## config.mk

```make
export PLATFORM = sky130hd
export DESIGN_NAME = icache_fill_ctlr_flat
export DESIGN_NICKNAME = d
export VERILOG_FILES = /design/src/rtl/icache_pkg.sv /design/src/rtl/icache_fill_ctlr_if.sv /design/src/rtl/icache_line_buf.sv /design/src/rtl/icache_fill_ctlr.sv /design/src/flat_wrapper.sv
export SDC_FILE = /design/constraint.sdc
export NUM_CORES = 1
export LEC_CHECK = 0
export CAP_MARGIN = 10
export CORE_ASPECT_RATIO = 1.2
export CORE_UTILIZATION = 40
export DETAILED_ROUTE_END_ITERATION = 10
export PLACE_DENSITY = 0.77
export SLEW_MARGIN = 20
export SYNTH_ARGS = -nofsm -noshare
export SYNTH_HDL_FRONTEND = slang
export SYNTH_SLANG_ARGS = --single-unit
```

## constraint.sdc

```tcl
create_clock -name clk_i -period 14.2 [get_ports clk_i]
set_clock_uncertainty 0.1 [all_clocks]
set_input_delay 3.55 -clock clk_i [delete_from_list [all_inputs] [get_ports clk_i]]
set_output_delay 3.55 -clock clk_i [all_outputs]
set_load 0.02 [all_outputs]
```

## src/rtl/icache_pkg.sv

```systemverilog
// Shared types and sizing helpers for the icache line-fill controller.
package icache_pkg;

  typedef enum logic [1:0] {IDLE, REQ, FILL, DRAIN} fill_state_t;

  // Byte-offset bits inside one cache line of b words of word_w bits.
  function automatic int line_off_bits(input int b, input int word_w);
    return $clog2(b * word_w / 8);
  endfunction

  localparam int DEF_B      = 4;
  localparam int DEF_WORD_W = 32;
  localparam int DEF_ADDR_W = 32;

endpackage

```

## src/rtl/icache_fill_ctlr_if.sv

```systemverilog
// Miss / memory-beat / line-fill signal bundle between the icache, the fill controller and memory.
interface icache_fill_ctlr_if #(
  parameter int B      = 4,
  parameter int WORD_W = 32,
  parameter int ADDR_W = 32
);
  logic                  miss_i;
  logic [ADDR_W-1:0]     miss_addr_i;
  logic                  flush_i;
  logic                  mem_req_o;
  logic [ADDR_W-1:0]     mem_addr_o;
  logic                  mem_gnt_i;
  logic                  mem_rvalid_i;
  logic [WORD_W-1:0]     mem_rdata_i;
  logic                  fill_we_o;
  logic [ADDR_W-1:0]     fill_addr_o;
  logic [B*WORD_W-1:0]   fill_data_o;
  logic                  busy_o;

  modport slave (
    input  miss_i, miss_addr_i, flush_i, mem_gnt_i, mem_rvalid_i, mem_rdata_i,
    output mem_req_o, mem_addr_o, fill_we_o, fill_addr_o, fill_data_o, busy_o
  );

  modport master (
    output miss_i, miss_addr_i, flush_i, mem_gnt_i, mem_rvalid_i, mem_rdata_i,
    input  mem_req_o, mem_addr_o, fill_we_o, fill_addr_o, fill_data_o, busy_o
  );
endinterface

```

## src/rtl/icache_line_buf.sv

```systemverilog
// B x WORD_W line assembly buffer; one word written per response beat.
module icache_line_buf #(
  parameter int B      = 4,
  parameter int WORD_W = 32,
  localparam int IDX_W = $clog2(B)
) (
  input  logic                       clk_i,
  input  logic                       reset_i,
  input  logic                       we,
  input  logic [IDX_W-1:0]           idx,
  input  logic [WORD_W-1:0]          wdata,
  output logic [B-1:0][WORD_W-1:0]   line
);
  logic [B-1:0][WORD_W-1:0] words_q;

  always_ff @(posedge clk_i or posedge reset_i) begin
    if (reset_i) begin
      words_q <= '0;
    end else if (we) begin
      for (int k = 0; k < B; k++)
        if (idx == IDX_W'(k)) words_q[k] <= wdata;
    end
  end

  assign line = words_q;
endmodule

```

## src/rtl/icache_fill_ctlr.sv

```systemverilog
// Fetches one icache line beat-by-beat on a miss, then writes it with a one-cycle strobe.
// A flush abandons the fill and drains whatever beats are still in flight.
module icache_fill_ctlr
  import icache_pkg::*;
#(
  parameter int B      = DEF_B,
  parameter int WORD_W = DEF_WORD_W,
  parameter int ADDR_W = DEF_ADDR_W
) (
  input  logic            clk_i,
  input  logic            reset_i,
  icache_fill_ctlr_if.slave bus
);
  localparam int CNT_W = $clog2(B) + 1;
  localparam int IDX_W = $clog2(B);
  localparam int OFF_W = line_off_bits(B, WORD_W);
  localparam int BPW   = WORD_W / 8;
  localparam logic [CNT_W-1:0]  LAST     = CNT_W'(B);
  localparam logic [ADDR_W-1:0] OFF_MASK = ADDR_W'((64'd1 << OFF_W) - 64'd1);

  fill_state_t            state_q, state_d;
  logic [CNT_W-1:0]       req_cnt_q, req_cnt_d, rsp_cnt_q, rsp_cnt_d;
  logic [ADDR_W-1:0]      base_q, base_d;
  logic                   mem_req, req_fire, rsp_fire, buf_we;
  logic [B-1:0][WORD_W-1:0] line;

  // Request is decoded purely from registered state so gnt never feeds back into req.
  assign mem_req  = (state_q == REQ) && (req_cnt_q < LAST);
  assign req_fire = mem_req & bus.mem_gnt_i;
  // A beat is only accepted when one is owed; stray rvalids are dropped.
  assign rsp_fire = bus.mem_rvalid_i & (rsp_cnt_q != req_cnt_q) &
                    ((state_q == REQ) || (state_q == DRAIN));
  assign buf_we   = rsp_fire & (state_q == REQ);

  always_comb begin
    state_d   = state_q;
    req_cnt_d = req_cnt_q;
    rsp_cnt_d = rsp_cnt_q;
    base_d    = base_q;
    if (req_fire) req_cnt_d = req_cnt_q + 1'b1;
    if (rsp_fire) rsp_cnt_d = rsp_cnt_q + 1'b1;
    unique case (state_q)
      IDLE: begin
        if (bus.miss_i && !bus.flush_i) begin
          state_d = REQ;
          base_d  = bus.miss_addr_i & ~OFF_MASK;
        end
      end
      REQ: begin
        if (bus.flush_i)
          state_d = DRAIN;
        else if (rsp_fire && (rsp_cnt_q == LAST - 1'b1))
          state_d = FILL;
      end
      FILL: begin
        state_d   = IDLE;
        req_cnt_d = '0;
        rsp_cnt_d = '0;
      end
      DRAIN: begin
        if (rsp_cnt_q == req_cnt_q) begin
          state_d   = IDLE;
          req_cnt_d = '0;
          rsp_cnt_d = '0;
        end
      end
      default: state_d = IDLE;
    endcase
  end

  always_ff @(posedge clk_i or posedge reset_i) begin
    if (reset_i) begin
      state_q   <= IDLE;
      req_cnt_q <= '0;
      rsp_cnt_q <= '0;
      base_q    <= '0;
    end else begin
      state_q   <= state_d;
      req_cnt_q <= req_cnt_d;
      rsp_cnt_q <= rsp_cnt_d;
      base_q    <= base_d;
    end
  end

  icache_line_buf #(.B(B), .WORD_W(WORD_W)) u_line_buf (
    .clk_i   (clk_i),
    .reset_i (reset_i),
    .we      (buf_we),
    .idx     (rsp_cnt_q[IDX_W-1:0]),
    .wdata   (bus.mem_rdata_i),
    .line    (line)
  );

  assign bus.mem_req_o   = mem_req;
  assign bus.mem_addr_o  = mem_req ? base_q + ADDR_W'(req_cnt_q) * ADDR_W'(BPW) : '0;
  assign bus.fill_we_o   = (state_q == FILL);
  assign bus.fill_addr_o = base_q;
  assign bus.fill_data_o = line;
  assign bus.busy_o      = (state_q != IDLE);

  // Memory must never return more beats than were granted.
  rvalid_owed: assert property (@(posedge clk_i) disable iff (reset_i)
    bus.mem_rvalid_i |-> (rsp_cnt_q != req_cnt_q));
endmodule

```

## src/flat_wrapper.sv

```systemverilog
// flat-port wrapper written by rule: the top's interface ports become plain ports
module icache_fill_ctlr_flat import icache_pkg::*;
#(
  parameter int B      = DEF_B,
  parameter int WORD_W = DEF_WORD_W,
  parameter int ADDR_W = DEF_ADDR_W
)
  (clk_i, reset_i, bus_miss_i, bus_miss_addr_i, bus_flush_i, bus_mem_gnt_i, bus_mem_rvalid_i, bus_mem_rdata_i, bus_mem_req_o, bus_mem_addr_o, bus_fill_we_o, bus_fill_addr_o, bus_fill_data_o, bus_busy_o);
  icache_fill_ctlr_if #(.B(B), .WORD_W(WORD_W), .ADDR_W(ADDR_W)) bus_i ();
  input  logic clk_i;
  input  logic reset_i;
  input wire logic [$bits(bus_i.miss_i)-1:0] bus_miss_i;
  input wire logic [$bits(bus_i.miss_addr_i)-1:0] bus_miss_addr_i;
  input wire logic [$bits(bus_i.flush_i)-1:0] bus_flush_i;
  input wire logic [$bits(bus_i.mem_gnt_i)-1:0] bus_mem_gnt_i;
  input wire logic [$bits(bus_i.mem_rvalid_i)-1:0] bus_mem_rvalid_i;
  input wire logic [$bits(bus_i.mem_rdata_i)-1:0] bus_mem_rdata_i;
  output wire logic [$bits(bus_i.mem_req_o)-1:0] bus_mem_req_o;
  output wire logic [$bits(bus_i.mem_addr_o)-1:0] bus_mem_addr_o;
  output wire logic [$bits(bus_i.fill_we_o)-1:0] bus_fill_we_o;
  output wire logic [$bits(bus_i.fill_addr_o)-1:0] bus_fill_addr_o;
  output wire logic [$bits(bus_i.fill_data_o)-1:0] bus_fill_data_o;
  output wire logic [$bits(bus_i.busy_o)-1:0] bus_busy_o;
  assign bus_i.miss_i = bus_miss_i;
  assign bus_i.miss_addr_i = bus_miss_addr_i;
  assign bus_i.flush_i = bus_flush_i;
  assign bus_i.mem_gnt_i = bus_mem_gnt_i;
  assign bus_i.mem_rvalid_i = bus_mem_rvalid_i;
  assign bus_i.mem_rdata_i = bus_mem_rdata_i;
  assign bus_mem_req_o = bus_i.mem_req_o;
  assign bus_mem_addr_o = bus_i.mem_addr_o;
  assign bus_fill_we_o = bus_i.fill_we_o;
  assign bus_fill_addr_o = bus_i.fill_addr_o;
  assign bus_fill_data_o = bus_i.fill_data_o;
  assign bus_busy_o = bus_i.busy_o;
  icache_fill_ctlr #(.B(B), .WORD_W(WORD_W), .ADDR_W(ADDR_W)) u_core (.clk_i(clk_i), .reset_i(reset_i), .bus(bus_i));
endmodule
```

---- Yosys cells after proc, flatten, opt, wreduce, memory -nomap -nowiden ----
Index checks and enable logic that the tools add are counted.
storage, ports and cells
  input bits .............................. 70
  word-level logic and storage cells ...... 54
  register bits after elaboration ......... 164
cells by class
  bitwise logic cells ..................... 4
  reduce and logical (&&, ||, !) cells .... 14
  multiplexer cells ....................... 12
  add/subtract/negate cells ............... 3
  $lt $le $gt $ge ......................... 1
  equality and inequality tests ........... 12
operators by type and width
  operator                                             number
  adder 32 x 5 -> 32 bit                               1
  two-way mux 32 bit                                   1
  two-way mux 3 bit                                    4
  case mux 3 bit (2 select lines)                      2
  AND reduction 2 bit                                  5
  equality test 2 bit, second input constant           4
  two-way mux 2 bit                                    4
  case mux 2 bit (4 select lines)                      1
  adder 3 x 1 -> 3 bit, second input constant          2
  bitwise AND 1 bit                                    4
  equality test 2 x 1 -> 1 bit, second input constant  2
  zero test 2 bit                                      2
  equality test 3 x 2 -> 1 bit, second input constant  1
  equality test 3 bit                                  1
  logical AND 1 bit                                    3
  < comparator 3 bit, second input constant            1
  != test 3 bit                                        1
  != test 3 bit, second input constant                 1
  AND reduction 3 bit                                  1
  != test 2 x 1 -> 1 bit, second input constant        1
  != test 2 bit, second input constant                 1
  nonzero test 2 bit                                   1
  zero test 1 bit                                      1
  logical OR 1 bit                                     1

---- Logic depth before layout (Yosys ltp) ----
  depth after elaboration ................. 7
  mapped depth ............................ 7
  gate-level depth less buffers ........... 6

---- Hierarchy ----
A second synthesis with hierarchy kept.
second synthesis, totals
  cells, all modules ...................... 518
  area, all modules ....................... 7043.0 µm²
modules (own cells, without submodules)
  module            cells each  seq. area each (µm²)  area each (µm²)  times used
  icache_line_buf   273         3203.1                4748.3           1
  icache_fill_ctlr  245         900.9                 2294.7           1

---- Worst setup path after synthesis ----
Ideal clock, no wire load.
  path type ............................... register to output
  start point ............................. register u_core.base_q[4], in the netlist u_core.bus.fill_addr_o[4]
  end point ............................... output port bus_mem_addr_o[28]
  slack ................................... 8113 ps
  buffers on the path ..................... 1
  arrival ................................. 2437 ps
  stages on the path, launching flop included .. 8
  path through ............................ dfrtp_1 -> ha_1 -> ha_1 -> nand3_1 -> or4_1 -> buf_2 -> or4_1 -> a21oi_1
on the way
  cells in the longest elaborated chain, start to end .. 2
ends and longest elaborated chain
  item                    line                    source
  from (decl)             icache_fill_ctlr.sv:23  logic [ADDR_W-1:0] base_q, base_d;
  from (signal assigned)  icache_fill_ctlr.sv:81  base_q <= base_d;
  adder 32 x 5 -> 32 bit  icache_fill_ctlr.sv:95  assign bus.mem_addr_o = mem_req ? base_q + ADDR_W'(req_cnt_q) * ADDR_W'(BPW) : '0;
  two-way mux 32 bit      icache_fill_ctlr.sv:95
  to (decl)               flat_wrapper.sv:19      output wire logic [$bits(bus_i.mem_addr_o)-1:0] bus_mem_addr_o;
No other way between the ends.

---- Final worst setup path ----
  start point ............................. register u_core.state_q[1]
  end point ............................... output port bus_mem_addr_o[22]
on the way
  cells in the longest elaborated chain, start to end .. 3
ends and longest elaborated chain
  item                          line                    source
  from (decl)                   icache_fill_ctlr.sv:21  fill_state_t state_q, state_d;
  from (signal assigned)        icache_fill_ctlr.sv:78  state_q <= state_d;
  equality test 2 x 1 -> 1 bit  icache_fill_ctlr.sv:28  assign mem_req = (state_q == REQ) && (req_cnt_q < LAST);
  logical AND 1 bit             icache_fill_ctlr.sv:28
  two-way mux 32 bit            icache_fill_ctlr.sv:95
No other way between the ends.

==> qor.yml <==
run_status:
  result_of_the_run: "finished clean"
synth:
  synth_sequential_area_ratio_pct: 57.1
  ys_types: 43
  total_of_warnings_raised_by_yosys: 0
  synth_top_flop_cell: "dfrtp_1"
  syn_inst: 525
  synth-edff-count: 0
  asyncSetResetFlopFracSynth_pct: 100
  postSynthAreaPerCell_um2: 13.7
  netlist_area_mm2: 0.00718
  synth_seq_cells: 164
setup_path:
  reg2reg_setup_slack_ps: 11370
  data_arrival_time_at_the_worst_slack_endpoint_ps: 3580
  timing.critical_path.to_type: "output port"
  critPathMaxFanout: 26
  rr_worst_depth: 6
  setup.worst_path.class: "flop to output port"
  worst_ep_required_time_ps: 10550
  regToRegEndpoint: "u_core.req_cnt_q[1]$_DFF_PP0_"
  worst_setup_path_start_kind: "flop"
  worstReg2RegStart: "u_core.state_q[1]$_DFFE_PP0P_"
global_routing:
  grt_pass1_wl_um: 30900
  grt_antenna_before_repair: 0
  grtUsageTotal_pct: 21.2
  grt_start_max_net_pins: 92
  vias_in_the_first_global_route: 5658
  grt_overflow: 0
clock_network:
  post_cts_sizing_count: 0
  clockRootBuffer: "clkbuf_16"
  post_cts_hold_buffer_count: 0
  cts_tree: "done"
  worstSkewPairLatency_ps: 410
  clock-sinks: 164
  number_of_h_tree_branching_levels: 4
  cts_inserted_buffers: 17
  post-cts-setup-buffers: 0
  clkSlewWorstSetupHoldPaths_ps: 70
  cts_max_path_buffers: 2
cells_and_area:
  mostFrequentLayoutCells: "clkdlybuf4s50_1 (254), dfrtp_1 (164), mux2_2 (103)"
  post_route_cells_drive_above_1_share_pct: 19.3
  fin_cells: 1012
  nFillCells: 1363
  areaGrowthSynthToFinish_pct: 46.4
  finish.net_count: 857
  num_antenna_cells: 0
  layout.cells.most_common: "clkdlybuf4s50_1"
pwr:
  net-switching-power_mw: 1.03
  power.leakage_nw: 4.34
  sw_frac_of_total_pct: 39.3
  reg_power_share_pct: 33.6
  power-per-cell-area_mw_per_mm2: 250
  power.combinational.fraction_pct: 48.8
  share_clk_of_total_power_pct: 17.6
  internal_power_mw: 1.60
  power.ir.vdd_worst_uv: 142
min_path:
  holdPathStages: 1
  timing.hold.worst_endpoint: "u_core.u_line_buf.line[54]$_DFFE_PP0P_"
  timing.hold.worst.start: "u_core.u_line_buf.line[54]$_DFFE_PP0P_"
  holdCritPathClass: "flop to flop"
placement:
  port_buffers: 254
  dp_hpwl_um: 13500
  post-place-cells: 980
  finalWeightedCongestion: 0.865
detailed_routing:
  avgViaCountPerCell: 5.22
  detail_route.iter0.violations: 143
  post-route-drc-count: 0
  drt-total-wl_um: 19200
  wl_per_cell_um: 19.0
  vias: 5280
  number_of_nets_with_antenna_violations_after_routing: 0
  drt_first_pass_iters: 4
sta:
  drv_slew: 0
  tcrit_tclk_final_pct: 50.9
  slew-limit-headroom_pct: 32.6
  timing.final.hold_violations: 0
  grt_setup_unrepaired: "no"
  timing.setup.tns_ps: 0
  tightest_slew_ps: 1010
  fmaxAchievable_mhz: 138
  setup_viol_count_final: 0
  finalWorstPathRequiredPeriod_ps: 7230
job:
  max_cap_viol_count: 0
floorplanning:
  pin_count: 265
  die_y_um: 149
  placement_row_count: 53
  design.die.area_mm2: 0.0185
  core_area_mm2: 0.0176
  floorplan.initialDensity_pct: 40.9
  die_width_um: 124
worst max path at each step:
stage | end | startpoint | slack, ps
2_1_floorplan | u_core.bus.fill_addr_o[10]$_DFFE_PP0P_ | reset_i | 6120
3_3_place_gp | bus_mem_addr_o[28] | u_core.req_cnt_q[2]$_DFF_PP0_ | 7440
3_5_place_dp | bus_mem_addr_o[28] | u_core.req_cnt_q[2]$_DFF_PP0_ | 7410
4_1_cts | bus_mem_addr_o[28] | u_core.req_cnt_q[2]$_DFF_PP0_ | 6940
5_1_grt | bus_mem_addr_o[22] | u_core.state_q[1]$_DFFE_PP0P_ | 6750
6_report | bus_mem_addr_o[22] | u_core.state_q[1]$_DFFE_PP0P_ | 6970
per-stage QoR:
stage / setup WS, ps / area, um^2 / hold slack, ps / utilization [%] / power (mW)
after floorplan: 6120 / 7200 / 421 / - / 1.52
after global routing: 6750 / 10500 / 413 / 59.8 / 2.77
final: 6970 / 10500 / 386 / 59.8 / 2.63
after CTS: 6940 / 10500 / 390 / 59.8 / 2.66
after global placement: 7440 / 9910 / 367 / 56.4 / 2.13
after detailed placement: 7410 / 9910 / 374 / 56.4 / 2.18
worst max-delay path: stages, from the launching register on:
cell and delay (ps):
dfrtp_1 770, inv_1 260, nand3_1 760, inv_1 380
nand2_1 150, a21oi_1 50, a31o_2 250, clkdlybuf4s50_1 540
registers in the layout, indices dropped and copies added, names as in the netlist:
register                count
u_core.bus.fill_addr_o     28
u_core.req_cnt_q            3
u_core.rsp_cnt_q            3
u_core.state_q              2
u_core.u_line_buf.line    128
metal layers:
layer / part of all wire [%] / vias to the layer above / wire length (um) / track usage [%]
li1: - / 2384 / - / -
met1: 40 / 2668 / 7660 / 24.5
met2: 51 / 215 / 9840 / 37.3
met3: 8.3 / 13 / 1590 / 7.78
met4: 0.73 / 0 / 140 / 5.12
met5: 0 / - / 0 / 0
logic make-up (layout without fill, tap and decap cells):
logic type	count (synthesis)	after routing	synth area share, %
DFF	164	164	57.1
and+or+nand+nor	91	91	7.52
muxes	159	159	24.9
adders and majority gates	8	8	1.39
xor gates and xnor gates	15	15	1.83
other	1	6	0.0522
buffers and inverters	43	305	3.27
AOI/OAI and AO/OA	44	44	3.90
synthesized netlist by cell type (4+ instances only):
library cell | count | area (um^2)
clkbuf_1 | 7 | 26.3
mux2_2 | 103 | 1160
nand4_1 | 9 | 56.3
nand3_1 | 12 | 60.1
buf_4 | 18 | 135
mux2_1 | 54 | 608
nor3_1 | 4 | 20.0
and2_1 | 5 | 31.3
nor3b_2 | 4 | 50.1
a21oi_1 | 18 | 90.1
or3_1 | 9 | 56.3
nor2_1 | 16 | 60.1
or4_1 | 7 | 52.6
o21ai_0 | 12 | 60.1
o31ai_1 | 4 | 30.0
nor4_1 | 5 | 31.3
buf_2 | 4 | 20.0
xor2_1 | 5 | 43.8
ha_1 | 8 | 100
xnor2_1 | 10 | 87.6
inv_1 | 13 | 48.8
nand2_1 | 12 | 45.0
dfrtp_1 | 164 | 4100
power groups by stage:
stage,sequential [mW],combinational [mW],clock [mW]
after floorplan,1.10,0.423,0
after global placement,0.866,1.26,0
final,0.884,1.28,0.464
after global routing,0.917,1.35,0.497
after detailed placement,0.887,1.29,0
after CTS,0.884,1.30,0.476
area by class of cell:
class / count / area [um^2] / share of cell area, %
Multi-Input combinational cell: 323 / 2890 / 27.5
Clock inverter: 15 / 178 / 1.69
Inverter: 13 / 53.8 / 0.512
Tap cell: 220 / 275 / 2.62
Timing Repair Buffer: 260 / 2590 / 24.6
Clock buffer: 17 / 425 / 4.05
Sequential cell: 164 / 4100 / 39.0
(Power assumes the default switching activity.)
